`config.mk`:
```
export PLATFORM = sky130hd
export DESIGN_NAME = stopwatch_counter
export DESIGN_NICKNAME = d
export VERILOG_FILES = /design/src/rtl/stopwatch_counter.sv
export SDC_FILE = /design/constraint.sdc
export NUM_CORES = 1
export LEC_CHECK = 0
export ABC_CLOCK_PERIOD_IN_PS = 3600
export BUFFER_PORTS_ARGS = -buffer_cell sky130_fd_sc_hd__buf_2
export CORE_ASPECT_RATIO = 1.25
export CORE_UTILIZATION = 60
export DETAILED_ROUTE_END_ITERATION = 10
export HOLD_SLACK_MARGIN = 0.12
export PLACE_DENSITY = 0.84
export SKIP_CTS_REPAIR_TIMING = 1
export SYNTH_ARGS = -nofsm -noshare
export SYNTH_HDL_FRONTEND = slang
export SYNTH_SLANG_ARGS = --single-unit
```
`constraint.sdc`:
```
create_clock -name clk -period 3.6 [get_ports clk]
set_input_delay 0.18 -clock clk [delete_from_list [all_inputs] [get_ports clk]]
set_output_delay 0.18 -clock clk [all_outputs]
set_load 0.1 [all_outputs]
```
`src/rtl/stopwatch_counter.sv`:
```
// Prescaled decimal stopwatch counter with debounced start/stop/clear buttons.
// Optional lap-hold button enabled by defining STOPWATCH_LAP_EN.
module stopwatch_counter #(
    parameter int TICK_DIV        = 10_000_000,
    parameter int DEBOUNCE_CYCLES = 1_000_000,
    parameter int MAX_COUNT       = 9999
) (
    input  logic        clk,
    input  logic        rst,
    input  logic        btn_start,
    input  logic        btn_stop,
    input  logic        btn_clear,
`ifdef STOPWATCH_LAP_EN
    input  logic        btn_lap,
`endif
    input  logic        dir,
    input  logic        load,
    input  logic [13:0] preset,
    output logic [31:0] number,
    output logic        running,
    output logic        wrapped
);

`ifdef STOPWATCH_LAP_EN
    localparam int NB = 4;
`else
    localparam int NB = 3;
`endif

    localparam int B_START = 0;
    localparam int B_STOP  = 1;
    localparam int B_CLEAR = 2;

    localparam int CW = $clog2(DEBOUNCE_CYCLES + 1);
    localparam int PW = $clog2(TICK_DIV + 1);

    localparam logic [CW-1:0] DB_LAST = CW'(DEBOUNCE_CYCLES - 1);
    localparam logic [PW-1:0] PS_LAST = PW'(TICK_DIV - 1);
    localparam logic [13:0]   MAX_C   = 14'(MAX_COUNT);

    typedef enum logic {
        STOPPED,
        RUNNING
    } state_t;

    state_t          state;
    state_t          next_state;
    logic [NB-1:0]   raw;
    logic [NB-1:0]   sync1;
    logic [NB-1:0]   sync2;
    logic [NB-1:0]   level;
    logic [NB-1:0]   level_q;
    logic [NB-1:0]   press;
    logic [CW-1:0]   db_cnt [NB];
    logic [PW-1:0]   presc;
    logic [13:0]     count;
    logic [13:0]     clamped;
    logic            start_p;
    logic            stop_p;
    logic            clear_p;
    logic            tick;
    logic            lap_hold;

`ifdef STOPWATCH_LAP_EN
    assign raw = {btn_lap, btn_clear, btn_stop, btn_start};
`else
    assign raw = {btn_clear, btn_stop, btn_start};
`endif

    assign press   = level & ~level_q;
    assign start_p = press[B_START];
    assign stop_p  = press[B_STOP];
    assign clear_p = press[B_CLEAR];
    assign clamped = (preset > MAX_C) ? MAX_C : preset;

    // A stop or clear in the same cycle suppresses the tick.
    assign tick = (state == RUNNING) && (presc == PS_LAST)
                  && !clear_p && !stop_p;

    // Synchronise each button, then require a stable level before it changes.
    always_ff @(posedge clk) begin
        if (rst) begin
            sync1   <= '0;
            sync2   <= '0;
            level   <= '0;
            level_q <= '0;
            for (int i = 0; i < NB; i++) begin
                db_cnt[i] <= '0;
            end
        end else begin
            sync1   <= raw;
            sync2   <= sync1;
            level_q <= level;
            for (int i = 0; i < NB; i++) begin
                if (sync2[i] != level[i]) begin
                    if (db_cnt[i] == DB_LAST) begin
                        level[i]  <= sync2[i];
                        db_cnt[i] <= '0;
                    end else begin
                        db_cnt[i] <= db_cnt[i] + 1'b1;
                    end
                end else begin
                    db_cnt[i] <= '0;
                end
            end
        end
    end

    // State register.
    always_ff @(posedge clk) begin
        if (rst) begin
            state <= STOPPED;
        end else begin
            state <= next_state;
        end
    end

    // Next state: clear beats stop, stop beats start.
    always_comb begin
        next_state = state;
        if (clear_p) begin
            next_state = STOPPED;
        end else if (stop_p) begin
            next_state = STOPPED;
        end else if (start_p) begin
            next_state = RUNNING;
        end
    end

    // Prescaler, count, wrap pulse.
    always_ff @(posedge clk) begin
        if (rst) begin
            presc   <= '0;
            count   <= '0;
            wrapped <= 1'b0;
        end else if (clear_p) begin
            presc   <= '0;
            count   <= '0;
            wrapped <= 1'b0;
        end else begin
            wrapped <= 1'b0;
            if (state == STOPPED && start_p && !stop_p) begin
                presc <= '0;
            end else if (state == RUNNING && !stop_p) begin
                presc <= tick ? '0 : presc + 1'b1;
            end
            if (state == STOPPED && load) begin
                count <= clamped;
            end else if (tick) begin
                if (!dir) begin
                    if (count >= MAX_C) begin
                        count   <= '0;
                        wrapped <= 1'b1;
                    end else begin
                        count <= count + 1'b1;
                    end
                end else begin
                    if (count == '0) begin
                        count   <= MAX_C;
                        wrapped <= 1'b1;
                    end else begin
                        count <= count - 1'b1;
                    end
                end
            end
        end
    end

`ifdef STOPWATCH_LAP_EN
    // Lap toggles the display freeze while running; stop/clear release it.
    always_ff @(posedge clk) begin
        if (rst) begin
            lap_hold <= 1'b0;
        end else if (clear_p || stop_p) begin
            lap_hold <= 1'b0;
        end else if (press[3] && state == RUNNING) begin
            lap_hold <= ~lap_hold;
        end
    end
`else
    assign lap_hold = 1'b0;
`endif

    // Registered outputs.
    always_ff @(posedge clk) begin
        if (rst) begin
            number  <= '0;
            running <= 1'b0;
        end else begin
            if (!lap_hold) begin
                number <= {18'b0, count};
            end
            running <= (state == RUNNING);
        end
    end

endmodule

```
**Word level (Yosys, flattened, before mapping)**

Memories as Yosys holds them, arrays and structs flattened.
Index checks and enable logic that the tools add are counted.
Widths: inputs -> output; s select.

- Flip-flop bits (word level): 85
- RAM bits: 60
- Bits of input ports: 21
- Output and inout port bits: 34
- Logic and storage cells: 114
- Memories kept: 1

Memory list:

| memory | depth | bits a word | rd ports | clocked after Yosys merged registers in | write ports | line | text |
|---|---|---|---|---|---|---|---|
| db_cnt | 3 | 20 | 3 | 0 | 3 | 54 | `logic [CW-1:0] db_cnt [NB];` |

- Add/sub/neg operators: 6
- $lt $le $gt $ge: 2
- Equal/unequal tests: 7
- Mux-type cells: 54
- Bitwise logic cells: 13
- Reductions and logical operators: 18

Operators with widths:

| cell | number |
|---|---|
| $mux 20 | 9 |
| $mux 14 | 6 |
| $add 20x1->20 const B | 3 |
| $eq 20x20->1 const B | 3 |
| $mux 1 | 38 |
| $add 24x1->24 const B | 1 |
| $eq 24x24->1 const B | 1 |
| $mux 24 | 1 |
| $add 14x1->14 const B | 1 |
| $ge 14x14->1 const B | 1 |
| $gt 14x14->1 const B | 1 |
| $logic_not 14->1 | 1 |
| $sub 14x1->14 const B | 1 |
| $or 1x1->1 | 9 |
| $logic_and 1x1->1 | 7 |
| $reduce_and 2->1 | 3 |
| $reduce_or 3->1 | 2 |
| $reduce_or 4->1 | 1 |
| $and 3x3->3 | 1 |
| $ne 1x1->1 | 3 |
| $not 3->3 | 1 |
| $logic_not 1->1 | 2 |
| $not 1->1 | 2 |
| $reduce_bool 2->1 | 1 |
| $reduce_or 2->1 | 1 |

**Logic depth before layout (Yosys ltp)**

An unclocked memory read counts as a cell.

- Depth after elaboration: 9
- Gate-level depth with buffers: 8

**Worst setup path after synthesis**

No wires, ideal clock.

- Path type: reg2reg
- Start point: reg count[0]
- End point: reg count[7]
- Arrival time: 1.960 ns
- Path slack: 1.508 ns
- Stages on the path, launching flop included: 8
- Buffers on the path: 0
- Clock period less this slack: 2.092 ns
- Cell sequence: dfxtp_1 -> inv_1 -> ha_1 -> or3b_2 -> o41ai_4 -> nand2_1 -> a221oi_1 -> nor3_1

- Longest elaborated chain between the ends: 5

Ends and longest elaborated chain:

| item | line | text |
|---|---|---|
| start: declaration | 56 | `logic [13:0] count;` |
| start signal: assignment | 148 | `count <= clamped;` |
| start signal: assignment | 155 | `count <= count + 1'b1;` |
| start signal: assignment | 162 | `count <= count - 1'b1;` |
| $add 14x1->14, or another cell as far along | 155 |  |
| $mux 14, on equally long branches | 151, 158 |  |
| $mux 14 * | 150 | `if (!dir) begin` |
| $mux 14 * | 149 | `end else if (tick) begin` |
| $mux 14 * | 147 | `if (state == STOPPED && load) begin` |

Every way passes the cells marked *; elsewhere a longest branch is shown, timed or not. The select of a mux whose other input is x is not followed.
A chain may end at the register's enable or synchronous reset.

**Final worst setup path**

- Start point: reg presc[0]
- End point: reg presc[8]

- Longest elaborated chain between the ends: 5

Ends and longest elaborated chain:

| item | line | text |
|---|---|---|
| start: declaration | 55 | `logic [PW-1:0] presc;` |
| start signal: assignment | 145 | `presc <= tick ? '0 : presc + 1'b1;` |
| branches (longest 4 deep; another with $add 24x1->24) | -- |  |
| $mux 24 * | 145 |  |

Mark *: on every way between the ends.

==> flow_summary.json <==
{
  "status": "completed",
  "synth_compound_area_frac": 0.0808,
  "grt_util_met1": 0.325,
  "clockRootBuffer": "clkbuf_16",
  "use_met3": 0.0709,
  "cts_num_sinks": 127,
  "drive_above_1_share": 0.0989,
  "core_sq_um": 10700,
  "hpwl_mm": 9.49,
  "hold_violations": 0,
  "yosys.area_share.simple": 0.267,
  "synth-edff-count": 60,
  "drt-pass1-iter-count": 5,
  "setup_violations": 0,
  "start_kind": "flip-flop",
  "track_usage": 0.269,
  "p_per_area_nw_per_um2": 488,
  "final_nets": 823,
  "ant_nets": 0,
  "dp_slack_ns": 1.07,
  "num_rows": 42,
  "grtUsageMet2": 0.455,
  "die_width_um": 95.9,
  "crit_required_ns": 3.88,
  "ir_worst_vdd_mv": 0.347,
  "busiest_layer": "met2",
  "hold_class": "primary input to flip-flop",
  "clk_latency_ns": 0.42,
  "cts-htree-levels": 4,
  "chipHeight_um": 119,
  "gp_congestion": 0.917,
  "fin_skew_ns": 0.00920,
  "start_util": 0.620,
  "clk_pin_slew_ns": 0.06,
  "drt_iter0_markers": 402,
  "tightest_slew_ns": 0.743,
  "synth_top_family_by_area": "simple AND/OR/NAND/NOR gates",
  "clock_path_buffers": 2,
  "drv_slew": 0,
  "gr-total-overflow": 0,
  "final_common_cell": "nor2_1",
  "fin_crit_sh": 0.704,
  "yosysWarnings": 0,
  "cp_max_fo": 20,
  "numPortBuffers": 36,
  "syn_to_final_growth_pct": 15.5,
  "wl_per_cell_um": 15.0,
  "final.min_clock_period_ns": 2.53,
  "antenna_found_initial": 0,
  "synth-adder-area-share": 0.0114,
  "ys_seq_elements": 127,
  "drc": 0,
  "synthCells": 705,
  "syn_avg_cell_area_sq_um": 9.37,
  "worstSetupPathType": "flip-flop to flip-flop",
  "place_inst": 904,
  "maxSlewHeadroom": 0.505,
  "synth_xor_area_frac": 0.113,
  "wl_mm": 14.2,
  "grt_max_degree": 33,
  "antenna_cells": 0,
  "synthFlopType": "dfxtp_1",
  "cp-end-kind": "flip-flop",
  "synthMuxAreaShare": 0.00606,
  "grt_pass1_vias": 5055,
  "seq_area_frac_synth": 0.476,
  "p_leak_nw": 2.82,
  "synth_area_sq_um": 6610,
  "timing.fmax_mhz": 395,
  "critPathArrivalTime_ns": 2.81,
  "die_area_sq_um": 11400,
  "final.setup.tns_ns": 0,
  "grt_pass1_wl_mm": 23.7,
  "yosysUniqueCellTypes": 64,
  "async_flop_share": 0,
  "vias": 5315,
  "fin_ws_ns": 1.07,
  "ios": 55,
  "maxCapViolations": 0,
  "vias_per_cell": 5.65,
  "cts_tree": "yes",
  "instances_no_fill": 941,
  "cts_made_buffers": 17,
  "final_cell_mix": "nor2_1, conb_1, dfxtp_1, edfxtp_1, nand2_1",
  "rsz0062_at_grt": "false"
}
==> cell usage after synthesis (3+ instances only) <==
cell	number	area, sq um
clkbuf_1	16	60.1
nand2_1	50	188
nand2b_1	7	43.8
edfxtp_1	60	1800
buf_4	18	135
nor2b_1	22	138
nand4_1	17	106
mux2i_1	4	40.0
xor2_1	49	429
and3_1	11	68.8
o21ai_0	12	60.1
nor3_1	24	120
and2_1	4	25.0
xnor2_1	36	315
nor4_2	3	37.5
o211ai_1	4	30.0
o21ai_1	3	15.0
ha_1	6	75.1
nor2_1	116	435
nor4b_1	7	61.3
or3_1	8	50.1
nor4_1	13	81.3
a211oi_1	3	22.5
dfxtp_1	67	1340
inv_1	13	48.8
nand3_1	43	215
buf_2	7	35.0
and4_1	7	61.3
o22ai_1	4	25.0
buf_1	3	11.3
a21oi_1	25	125
==> registers in the layout, indices dropped and copies added (netlist names) <==
name     flops
count       14
db_cnt      60
level        3
level_q      3
number      14
presc       24
running      1
state        1
sync1        3
sync2        3
wrapped      1
==> cell families (layout without fill, tap and decap cells) <==
family                     Yosys count  in the layout
muxes                                4              4
AOI/OAI and AO/OA                   76             76
and+or+nand+nor                    347            347
buffers and inverters               58             86
xor gates and xnor gates            85             85
DFF                                127            127
adders and majority gates            6              6
other                                2             78
==> per-stage QoR <==
step	total power [mW]	hold slack [ns]	util	instance area [sq um]
2_1_floorplan	1.97	0.308	-	6890
3_3_place_gp	2.02	0.398	0.655	6990
3_5_place_dp	2.03	0.407	0.655	6990
4_1_cts	3.72	-0.0227	0.711	7580
5_1_grt	3.83	0.126	0.715	7630
6_report	3.72	0.0968	0.715	7630
==> per-layer routing <==
metal,routed length [um],vias up
met4,303,0
met5,0,-
met3,765,27
met1,5750,2506
li1,-,2580
met2,7330,202
==> power breakdown <==
part           switching (mW)  leakage, nW  internal, mW
clock                   0.615        0.292          1.09
combinational           0.286         1.37         0.100
sequential             0.0656         1.16          1.56
==> worst max-delay path, cell delays in order, from the launching register on <==
cell,delay [ns]
dfxtp_1,0.36
ha_1,0.22
and3_1,0.16
nand4_1,0.14
or4_1,0.76
nand2b_1,0.62
nor3_1,0.13
==> cell type report <==
| cell class | count | area, sq um |
|---|---|---|
| multi-input combinational | 596 | 3450 |
| timing repair buffer | 41 | 230 |
| clock buffer | 22 | 485 |
| tap | 132 | 165 |
| sequential | 127 | 3140 |
| fill | 743 | 3040 |
| clock inverter | 10 | 109 |
| inverter | 13 | 48.8 |
==> final timing paths <==
path | start | end | depth (start not counted) | slack [ns]
worst max register to register | presc[0] | presc[8] | 6 | 1.07
worst min-delay path | preset[7] | count[7] | 3 | 0.1
worst max-delay path | presc[0] | presc[8] | 6 | 1.07
worst min register to register | sync1[1] | sync2[1] | 1 | 0.44
No activity file was read; power rests on OpenSTA's default activity.
